[src/rtl/freq_meas_ctrl_if.sv]
// Control/readout bundle between the UI logic, the edge counter and the measurement sequencer.
// master: the side that requests measurements and supplies the count; slave: the sequencer.
interface freq_meas_ctrl_if;
    logic        start;
    logic        abort;
    logic        cont;
    logic        auto_en;
    logic [1:0]  range_sel;
    logic [31:0] cnt_val;
    logic        cnt_clr;
    logic        cnt_en;
    logic        busy;
    logic [31:0] meas_cnt;
    logic [1:0]  meas_range;
    logic        meas_valid;
    logic [1:0]  cur_range;

    modport master (
        output start, abort, cont, auto_en, range_sel, cnt_val,
        input  cnt_clr, cnt_en, busy, meas_cnt, meas_range, meas_valid, cur_range
    );

    modport slave (
        input  start, abort, cont, auto_en, range_sel, cnt_val,
        output cnt_clr, cnt_en, busy, meas_cnt, meas_range, meas_valid, cur_range
    );
endinterface

[src/rtl/freq_meas_ctrl.sv]
// Measurement sequencer for the edge-counting frequency datapath: clears the counter, opens the
// gate for the selected range, waits for the counter pipeline to settle, then latches the count.
module freq_meas_ctrl #(
    parameter int unsigned GATE_CYC_0 = 200_000,
    parameter int unsigned GATE_CYC_1 = 2_000_000,
    parameter int unsigned GATE_CYC_2 = 20_000_000,
    parameter int unsigned GATE_CYC_3 = 200_000_000,
    parameter int unsigned SETTLE_CYC = 4,
    parameter int unsigned LO_THRESH  = 1000,
    parameter int unsigned HI_THRESH  = 100_000_000
) (
    input logic             sys_clk,
    input logic             rst,
    freq_meas_ctrl_if.slave bus
);

    localparam logic [31:0] GateM1Rng0 = 32'(GATE_CYC_0 - 1);
    localparam logic [31:0] GateM1Rng1 = 32'(GATE_CYC_1 - 1);
    localparam logic [31:0] GateM1Rng2 = 32'(GATE_CYC_2 - 1);
    localparam logic [31:0] GateM1Rng3 = 32'(GATE_CYC_3 - 1);
    localparam logic [31:0] SettleM1   = 32'(SETTLE_CYC - 1);
    localparam logic [31:0] LoThresh   = 32'(LO_THRESH);
    localparam logic [31:0] HiThresh   = 32'(HI_THRESH);

    typedef enum logic [2:0] {
        StIdle,
        StClear,
        StGate,
        StSettle,
        StLatch
    } state_e;

    state_e      state_q, state_d;
    logic [31:0] gate_cnt_q, gate_cnt_d;
    logic [1:0]  cur_range_q, cur_range_d;
    logic [1:0]  meas_range_q, meas_range_d;
    logic [31:0] meas_cnt_q, meas_cnt_d;
    logic        meas_valid_q, meas_valid_d;
    logic [31:0] gate_len_m1;
    logic [1:0]  auto_range;

    always_comb begin
        gate_len_m1 = GateM1Rng0;
        case (cur_range_q)
            2'd0:    gate_len_m1 = GateM1Rng0;
            2'd1:    gate_len_m1 = GateM1Rng1;
            2'd2:    gate_len_m1 = GateM1Rng2;
            default: gate_len_m1 = GateM1Rng3;
        endcase
    end

    // Step one range per measurement, saturating at both ends.
    always_comb begin
        auto_range = cur_range_q;
        if ((bus.cnt_val < LoThresh) && (cur_range_q != 2'd3)) begin
            auto_range = cur_range_q + 2'd1;
        end else if ((bus.cnt_val >= HiThresh) && (cur_range_q != 2'd0)) begin
            auto_range = cur_range_q - 2'd1;
        end
    end

    always_comb begin
        state_d      = state_q;
        gate_cnt_d   = gate_cnt_q;
        cur_range_d  = cur_range_q;
        meas_range_d = meas_range_q;
        meas_cnt_d   = meas_cnt_q;
        meas_valid_d = 1'b0;

        if (bus.abort) begin
            state_d = StIdle;
        end else begin
            unique case (state_q)
                StIdle: begin
                    if (bus.start) begin
                        state_d = StClear;
                        if (!bus.auto_en) begin
                            cur_range_d = bus.range_sel;
                        end
                    end
                end
                StClear: begin
                    gate_cnt_d = gate_len_m1;
                    state_d    = StGate;
                end
                StGate: begin
                    if (gate_cnt_q == 32'd0) begin
                        gate_cnt_d = SettleM1;
                        state_d    = StSettle;
                    end else begin
                        gate_cnt_d = gate_cnt_q - 32'd1;
                    end
                end
                StSettle: begin
                    if (gate_cnt_q == 32'd0) begin
                        state_d = StLatch;
                    end else begin
                        gate_cnt_d = gate_cnt_q - 32'd1;
                    end
                end
                StLatch: begin
                    meas_cnt_d   = bus.cnt_val;
                    meas_range_d = cur_range_q;
                    meas_valid_d = 1'b1;
                    if (bus.auto_en) begin
                        cur_range_d = auto_range;
                    end else if (bus.cont) begin
                        cur_range_d = bus.range_sel;
                    end
                    state_d = bus.cont ? StClear : StIdle;
                end
                default: state_d = StIdle;
            endcase
        end
    end

    always_ff @(posedge sys_clk) begin
        if (rst) begin
            state_q      <= StIdle;
            gate_cnt_q   <= 32'd0;
            cur_range_q  <= 2'd0;
            meas_range_q <= 2'd0;
            meas_cnt_q   <= 32'd0;
            meas_valid_q <= 1'b0;
        end else begin
            state_q      <= state_d;
            gate_cnt_q   <= gate_cnt_d;
            cur_range_q  <= cur_range_d;
            meas_range_q <= meas_range_d;
            meas_cnt_q   <= meas_cnt_d;
            meas_valid_q <= meas_valid_d;
        end
    end

    assign bus.cnt_clr    = (state_q == StClear);
    assign bus.cnt_en     = (state_q == StGate);
    assign bus.busy       = (state_q != StIdle);
    assign bus.meas_cnt   = meas_cnt_q;
    assign bus.meas_range = meas_range_q;
    assign bus.meas_valid = meas_valid_q;
    assign bus.cur_range  = cur_range_q;

endmodule
[src/flat_wrapper.sv]
// flat-port wrapper written by rule: the top's interface ports become plain ports
module freq_meas_ctrl_flat 
#(
    parameter int unsigned GATE_CYC_0 = 200_000,
    parameter int unsigned GATE_CYC_1 = 2_000_000,
    parameter int unsigned GATE_CYC_2 = 20_000_000,
    parameter int unsigned GATE_CYC_3 = 200_000_000,
    parameter int unsigned SETTLE_CYC = 4,
    parameter int unsigned LO_THRESH  = 1000,
    parameter int unsigned HI_THRESH  = 100_000_000
)
  (sys_clk, rst, bus_start, bus_abort, bus_cont, bus_auto_en, bus_range_sel, bus_cnt_val, bus_cnt_clr, bus_cnt_en, bus_busy, bus_meas_cnt, bus_meas_range, bus_meas_valid, bus_cur_range);
  freq_meas_ctrl_if bus_i ();
  input logic sys_clk;
  input logic rst;
  input wire logic [$bits(bus_i.start)-1:0] bus_start;
  input wire logic [$bits(bus_i.abort)-1:0] bus_abort;
  input wire logic [$bits(bus_i.cont)-1:0] bus_cont;
  input wire logic [$bits(bus_i.auto_en)-1:0] bus_auto_en;
  input wire logic [$bits(bus_i.range_sel)-1:0] bus_range_sel;
  input wire logic [$bits(bus_i.cnt_val)-1:0] bus_cnt_val;
  output wire logic [$bits(bus_i.cnt_clr)-1:0] bus_cnt_clr;
  output wire logic [$bits(bus_i.cnt_en)-1:0] bus_cnt_en;
  output wire logic [$bits(bus_i.busy)-1:0] bus_busy;
  output wire logic [$bits(bus_i.meas_cnt)-1:0] bus_meas_cnt;
  output wire logic [$bits(bus_i.meas_range)-1:0] bus_meas_range;
  output wire logic [$bits(bus_i.meas_valid)-1:0] bus_meas_valid;
  output wire logic [$bits(bus_i.cur_range)-1:0] bus_cur_range;
  assign bus_i.start = bus_start;
  assign bus_i.abort = bus_abort;
  assign bus_i.cont = bus_cont;
  assign bus_i.auto_en = bus_auto_en;
  assign bus_i.range_sel = bus_range_sel;
  assign bus_i.cnt_val = bus_cnt_val;
  assign bus_cnt_clr = bus_i.cnt_clr;
  assign bus_cnt_en = bus_i.cnt_en;
  assign bus_busy = bus_i.busy;
  assign bus_meas_cnt = bus_i.meas_cnt;
  assign bus_meas_range = bus_i.meas_range;
  assign bus_meas_valid = bus_i.meas_valid;
  assign bus_cur_range = bus_i.cur_range;
  freq_meas_ctrl #(.GATE_CYC_0(GATE_CYC_0), .GATE_CYC_1(GATE_CYC_1), .GATE_CYC_2(GATE_CYC_2), .GATE_CYC_3(GATE_CYC_3), .SETTLE_CYC(SETTLE_CYC), .LO_THRESH(LO_THRESH), .HI_THRESH(HI_THRESH)) u_core (.sys_clk(sys_clk), .rst(rst), .bus(bus_i));
endmodule
[config.mk]
export PLATFORM = sky130hd
export DESIGN_NAME = freq_meas_ctrl_flat
export DESIGN_NICKNAME = d
export VERILOG_FILES = /design/src/rtl/freq_meas_ctrl_if.sv /design/src/rtl/freq_meas_ctrl.sv /design/src/flat_wrapper.sv
export SDC_FILE = /design/constraint.sdc
export NUM_CORES = 1
export LEC_CHECK = 0
export ABC_AREA = 1
export BUFFER_PORTS_ARGS = -buffer_cell sky130_fd_sc_hd__clkbuf_2
export CAP_MARGIN = 20
export CORE_MARGIN = 3
export CORE_UTILIZATION = 55
export CTS_CLUSTER_SIZE = 8
export DETAILED_ROUTE_END_ITERATION = 6
export GPL_TIMING_DRIVEN = 0
export MAX_ROUTING_LAYER = met4
export PLACE_DENSITY = 0.8
export SYNTH_ARGS = -nofsm -noshare
export SYNTH_HDL_FRONTEND = slang
export SYNTH_SLANG_ARGS = --single-unit
export TNS_END_PERCENT = 30
[constraint.sdc]
create_clock -name sys_clk -period 3.3 [get_ports sys_clk]
set_input_delay 0.99 -clock sys_clk [delete_from_list [all_inputs] [get_ports sys_clk]]
set_output_delay 0.99 -clock sys_clk [all_outputs]
set_load 0.05 [all_outputs]
After elaboration in Yosys (flattened, before gate mapping)
Cells that the tools add are included.
{"block": "classes", "n_addsub": 3, "magnitude_cmp": 2, "eq_ne": 14, "muxes": 17, "bitwise_logic": 1, "reduce_logical": 14}
{"cell": "$pmux W32 S3", "n": 1}
{"cell": "$pmux W28 S3", "n": 1}
{"cell": "$mux W32", "n": 2}
{"cell": "$ge A32 B27 Y1 const B", "n": 1}
{"cell": "$logic_not A32 Y1", "n": 1}
{"cell": "$lt A32 B10 Y1 const B", "n": 1}
{"cell": "$sub A32 B1 Y32 const B", "n": 1}
{"cell": "$pmux W3 S5", "n": 1}
{"cell": "$mux W2", "n": 6}
{"cell": "$mux W3", "n": 3}
{"cell": "$ne A2 B2 Y1 const B", "n": 4}
{"cell": "$eq A3 B2 Y1 const B", "n": 2}
{"cell": "$reduce_and A3 Y1", "n": 2}
{"cell": "$reduce_and A6 Y1", "n": 1}
{"cell": "$reduce_bool A3 Y1", "n": 2}
{"cell": "$ne A2 B1 Y1 const B", "n": 2}
{"cell": "$ne A4 B2 Y1 const B", "n": 1}
{"cell": "$pmux W2 S2", "n": 1}
{"cell": "$reduce_bool A2 Y1", "n": 2}
{"cell": "$eq A3 B1 Y1 const B", "n": 1}
{"cell": "$eq A3 B3 Y1 const B", "n": 1}
{"cell": "$logic_not A3 Y1", "n": 1}
{"cell": "$ne A3 B3 Y1 const B", "n": 1}
{"cell": "$add A2 B1 Y2 const B", "n": 1}
{"cell": "9 further kinds", "n": 11}
{"block": "totals", "reg_bits": 72, "inputBits": 40, "output_inout_bits": 40, "elab_cells": 57}

Longest topological paths before layout
Gate-level depths: netlist of run 1.
{"block": "logic_depth", "depth_word": 6, "mapped_depth": 13, "depth_no_buf": 13}

Worst setup path before layout of run 1
No wires, ideal clock.
{"block": "synth_timing", "path_kind": "register to output", "from": "register u_core.state_q[0]", "to": "output port bus_cnt_clr", "t_arrival_ns": 1.566, "required_time_ns": 2.310, "slack_ns": 0.744, "stages_incl_launch_ff": 3, "path_buffers": 0, "cell_sequence": "dfxtp_1 -> inv_1 -> nor3_1"}
{"block": "synth_between", "elab_chain_len": 1}
{"item": "from (decl)", "line": "freq_meas_ctrl.sv:33", "source": "state_e state_q, state_d;"}
{"item": "from (signal assigned)", "line": "freq_meas_ctrl.sv:119", "source": "state_q <= StIdle;"}
{"item": "from (signal assigned)", "line": "freq_meas_ctrl.sv:126", "source": "state_q <= state_d;"}
{"item": "$eq A3 B1 Y1", "line": "freq_meas_ctrl.sv:135", "source": "assign bus.cnt_clr = (state_q == StClear);"}
{"item": "to (decl)", "line": "flat_wrapper.sv:22", "source": "output wire logic [$bits(bus_i.cnt_clr)-1:0] bus_cnt_clr;"}
No other way between the ends.

Worst setup path after layout of run 1
{"block": "layout_timing", "from": "register u_core.state_q[2]", "to": "output port bus_cnt_en"}
{"block": "layout_between", "elab_chain_len": 1}
{"item": "$eq A3 B2 Y1", "line": "freq_meas_ctrl.sv:136", "source": "assign bus.cnt_en = (state_q == StGate);"}
{"item": "to (decl)", "line": "flat_wrapper.sv:23", "source": "output wire logic [$bits(bus_i.cnt_en)-1:0] bus_cnt_en;"}
No other way between the ends.

==> results.tsv, run 1 <==
metric	value	unit
Yosys reg bits	72	
worst r2r path cells	13	
area grow syn2layout	17.9	%
maximum vdd drop	0.000231	V
worst skew pair latency	360	ps
Routed WL	10800	um
synthesized cell area	0.00395	sq mm
DIE AREA	0.00824	sq mm
Longest Clk Path Bufs	2	
Worst setup SP type	register	
Critical Path Sink Type	output port	
I/O Buffers	78	
Netlist cell types	34	
# H-tree levels	3	
final worst slack	587	ps
dpl ws	941	ps
routability congestion estimate	0.979	
RSZ-0062 raised after global routing	false	
Die H	90.8	um
Crit Reg-Reg Startpoint	u_core.gate_cnt_q[0]	
top post-synthesis cells by area	dfxtp_1 (36%), nor2_1 (15%), nand2_1 (7.5%)	
root buffer cell	clkbuf_8	
post-synth top area cell	dfxtp_1	
Worst Path Required	2310	ps
Yosys Warn Count	0	
IO Pins	80	
final net count	735	
layout cells sized above 1	0.178	
Slew Limit Headroom	0.657	
die span in x	90.8	um
initial antenna violation count	0	
GRT Overall Usage	0.274	
vias	4219	
R2R setup slack	1330	ps
cts hold-fix bufs	0	
status	complete, no violations	
fin util	0.679	
Post-DP HPWL	8100	um
DR WL/cell	13.7	um
Sink Count	72	
Clock Skews	6.46	ps
Inserted Diodes	0	
top cell type's share of synthesized area	0.365	
fin crit period	2710	ps
Max-Cap Viols	0	
Worst Setup SP	u_core.state_q[2]	
Pleak	2.24	nW
most common cell after layout, fill and taps aside	nor2_1	
FMAX	369	MHz
critical path class	register to output port	
Num CTS Buffers	9	
Hold Crit Depth	2	
P per Cell Area	467	mW/mm^2
num rows	30	
sequential area share after synthesis	0.365	
Core Region	0.00687	sq mm
reg-to-reg critical path endpoint	u_core.gate_cnt_q[26]	
Hold Path Sink	u_core.gate_cnt_q[1]	
cells after synthesis	598	
crit path max fanout	7	
1st-iter DRT viols	350	
Setup violations, final	0	
number of detailed-route iterations in the first pass	5	
vias in the first global route	4039	
DRC	0	
first-pass GRT wire length	18100	um
Routed Antenna Nets	0	
grt total ovfl	0	
drt via density	5.35	
post-cts sizing count	0	
starting density of the core	0.576	
Avg Inst Size Synth	6.61	sq um
CTS tree	done	
design area	0.00466	sq mm
clk slew on worst S/H paths	80	ps
Worst-Margin Slew	515	ps
Post-CTS Setup Bufs	0	
HP Start	u_core.gate_cnt_q[1]	
Final Cycle Share	0.822	
dpl cell area	0.00446	sq mm
largest net degree at the start of global routing	14	
Slew Viols, Final	0	
Hold Crit Class	register to register	
Synthesized Nets	646	
setup TNS	0	ps
Crit path arrival time	1720	ps
most frequent cells in the layout	nor2_1 (153), nand2_1 (79), clkbuf_2 (78)	
final hold vios	0	
registers in the layout (all words and copies together) (netlist names):
register,count
u_core.bus.meas_cnt,32
u_core.gate_cnt_q,32
u_core.state_q,3
u_core.bus.cur_range,2
u_core.bus.meas_range,2
u_core.bus.meas_valid,1
layout make-up:
type / count / area (sq um)
clock buffer: 9 / 124
multi-input combinational: 448 / 2180
inverter: 58 / 220
tap: 96 / 120
buffer: 20 / 113
fill: 610 / 2210
timing repair buffer: 78 / 390
sequential: 72 / 1440
clock inverter: 7 / 72.6
per-stage QoR:
step	hold WS, ps	std cells	power (W)
2_1_floorplan	449	598	0.00135
3_3_place_gp	459	772	0.00146
3_5_place_dp	471	772	0.00147
4_1_cts	485	788	0.00217
5_1_grt	520	788	0.00228
6_report	486	788	0.00218
worst max-delay path by stage:
stage | end | slack [ps]
floorplan | bus_cnt_clr | 740
global placement | u_core.gate_cnt_q[11] | 970
detailed placement | u_core.gate_cnt_q[18] | 940
CTS | bus_cnt_en | 610
global route | bus_cnt_en | 480
finish | bus_cnt_en | 590
kinds of logic after synthesis:
logic type | count (synthesis) | synth area share
compound gates | 121 | 0.157
buf+inv | 78 | 0.0842
xor+xnor | 15 | 0.0332
simple gates | 303 | 0.333
flops | 72 | 0.365
mux | 1 | 0.00285
fa+ha+maj | 8 | 0.0253
Yosys cell counts:
| cell | count |
|---|---|
| nor2_1 | 153 |
| nand2_1 | 79 |
| dfxtp_1 | 72 |
| inv_1 | 53 |
| o21ai_0 | 53 |
| a21oi_1 | 43 |
| nand3_1 | 29 |
| o21ai_1 | 19 |
| clkbuf_1 | 12 |
| nor3_1 | 11 |
| xor2_1 | 11 |
| nand4_1 | 10 |
| ha_1 | 8 |
| nor2_2 | 6 |
| buf_6 | 4 |
| inv_2 | 4 |
| xnor2_1 | 4 |
| buf_2 | 3 |
| nand2_2 | 3 |
| nand3b_1 | 3 |
| o21a_1 | 3 |
| a21o_1 | 2 |
| nor2_4 | 2 |
| and2_1 | 1 |
| buf_4 | 1 |
| inv_4 | 1 |
| mux2_2 | 1 |
| nand2_4 | 1 |
| nand4_4 | 1 |
| nor2_8 | 1 |
| nor3_2 | 1 |
| nor4_1 | 1 |
| o211ai_1 | 1 |
| or2_1 | 1 |
report_power, final:
| group | internal, W | total [W] | switching [W] |
|---|---|---|---|
| Combinational | 0.000184 | 0.000531 | 0.000347 |
| Sequential | 0.000898 | 0.000933 | 0.0000357 |
| Clock | 0.000348 | 0.000711 | 0.000362 |
| Total | 0.00143 | 0.00218 | 0.000745 |
critical path: stages, from the launching register on:
cell      delay [ps]
dfxtp_1          400
nor2_2           280
inv_2            160
nor2_2           210
clkbuf_2         320
metal layers:
layer  part of all wire  global-route usage  up-vias  routed length (um)
li1                   -                   -     2110                   -
met1               0.43               0.327     1923                4590
met2               0.48               0.454      158                5190
met3              0.071              0.0508       28                 769
met4              0.020               0.119        0                 218
met5                  0                   -        -                   0
(Power assumes the default switching activity.)
==> run 2: changes to the inputs <==
==> constraint.sdc (replaced) <==
create_clock -name sys_clk -period 2.5 [get_ports sys_clk]
set_input_delay 0.75 -clock sys_clk [delete_from_list [all_inputs] [get_ports sys_clk]]
set_output_delay 0.75 -clock sys_clk [all_outputs]
set_load 0.05 [all_outputs]
==> run 2 against run 1 <==
  * Via count is 0.90% lower
  * Cell area is 0.11% higher
  * Clock power is 32% higher
  * Combinational power is 32% higher
  * Critical path depth stayed put
  * Hold slack better by 5.1 ps
  * Critical endpoint unchanged
  * Highest routed layer unchanged
  * Wire length is 0.61% higher
  * Worst setup slack worse by 480 ps
  * Largest power group unchanged
  * Sequential power is 32% higher
  * Sequential share of layout area hardly changed
==> results.tsv, run 2 (synthesized netlist as in run 1, its figures left out) <==
metric	value	unit
Setup violations, final	0	
CTS tree	done	
Layout Cells excl Fill	788	
final worst slack	108	ps
uppermost layer routed	met4	
clock power share	0.327	
root buffer cell	clkbuf_8	
IO Pins	80	
starting density of the core	0.576	
vias in the first global route	4039	
P per Cell Area	616	mW/mm^2
Hold Crit Class	register to register	
clk slew on worst S/H paths	80	ps
Logic pwr share	0.244	
vias	4181	
layout cells sized above 1	0.178	
Slew Limit Headroom	0.639	
Post-CTS Setup Bufs	0	
FMAX	418	MHz
Sink Count	72	
critical path class	register to output port	
area grow syn2layout	18.0	%
Pleak	2.24	nW
Longest Clk Path Bufs	2	
DR WL met2	5200	um
Clock Skews	6.01	ps
sw frac	0.343	
worst skew pair latency	360	ps
1st-iter DRT viols	344	
grt total ovfl	0	
Core Region	0.00687	sq mm
initial antenna violation count	0	
Post-DP HPWL	8100	um
Max-Cap Viols	0	
Routed WL	10800	um
crit path max fanout	7	
routability congestion estimate	0.979	
largest net degree at the start of global routing	14	
status	complete, no violations	
DIE AREA	0.00824	sq mm
Critical Path Sink Type	output port	
first-pass GRT wire length	18100	um
Inserted Diodes	0	
Worst-Margin Slew	541	ps
cell-internal power	0.00189	W
Routed Antenna Nets	0	
fin crit period	2390	ps
DRC	0	
RSZ-0062 raised after global routing	false	
Tot Pwr	0.00287	W
die span in x	90.8	um
number of detailed-route iterations in the first pass	5	
most frequent cells in the layout	nor2_1 (153), nand2_1 (79), clkbuf_2 (78)	
number of cells after detailed placement	772	
final net count	735	
Crit path arrival time	1640	ps
final hold vios	0	
num rows	30	
maximum vdd drop	0.000305	V
Num CTS Buffers	9	
fin util	0.679	
dpl ws	381	ps
drt via density	5.31	
Worst setup SP type	register	
Slew Viols, Final	0	
setup TNS	0	ps
GRT Overall Usage	0.274	
DR WL met3	847	um
Reg power frac	0.429	
DR WL/cell	13.7	um
Final Cycle Share	0.957	
most common cell after layout, fill and taps aside	nor2_1	
Die H	90.8	um
I/O Buffers	78	
Psw	0.000985	W
Worst Path Required	1750	ps
# H-tree levels	3	
met1 WL	4600	um
==> run 2: final timing paths <==
path,startpoint,endpoint,slack (ps),cells after the start
worst max-delay path,u_core.state_q[2],bus_cnt_en,110,4
worst min-delay path,u_core.gate_cnt_q[1],u_core.gate_cnt_q[1],490,2
worst max register to register,u_core.gate_cnt_q[0],u_core.gate_cnt_q[26],550,13
worst min register to register,u_core.gate_cnt_q[1],u_core.gate_cnt_q[1],490,2
==> run 2: what timing repair did <==
item / CTS / global route
setup endpoints to repair: 0 / 1
resized for setup: 0 / 1
hold buffers: 0 / 0
==> run 2: metal layers <==
layer  track usage  up-vias
li1              -     2110
met3        0.0508       22
met4         0.119        0
met1         0.327     1904
met2         0.454      145
met5             -        -
==> run 2: cell type report <==
type | count | area, sq um
Clock inverter | 7 | 72.6
Multi-Input combinational cell | 448 | 2180
Tap cell | 96 | 120
Fill cell | 611 | 2200
Buffer | 20 | 113
Timing Repair Buffer | 78 | 390
Clock buffer | 9 | 124
Sequential cell | 72 | 1440
Inverter | 58 | 220
==> run 2: power groups by stage <==
stage          registers [W]  clock network (W)  logic, W
2_1_floorplan        0.00125                  0  0.000521
4_1_cts              0.00123           0.000939  0.000693
3_5_place_dp         0.00126                  0  0.000685
5_1_grt              0.00124           0.000994  0.000785
6_report             0.00123           0.000940  0.000701
3_3_place_gp         0.00126                  0  0.000675
==> run 2: through the flow <==
stage / hold slack [ps] / cell area [sq um]
after floorplan: 449 / 3950
after global placement: 459 / 4460
after detailed placement: 471 / 4460
after CTS: 485 / 4660
after global routing: 520 / 4670
final: 491 / 4670
==> run 2: worst max-delay path, cell delays in order (launching register included) <==
cell	delay, ps
dfxtp_1	420
nor2_4	220
inv_2	130
nor2_2	200
clkbuf_2	320
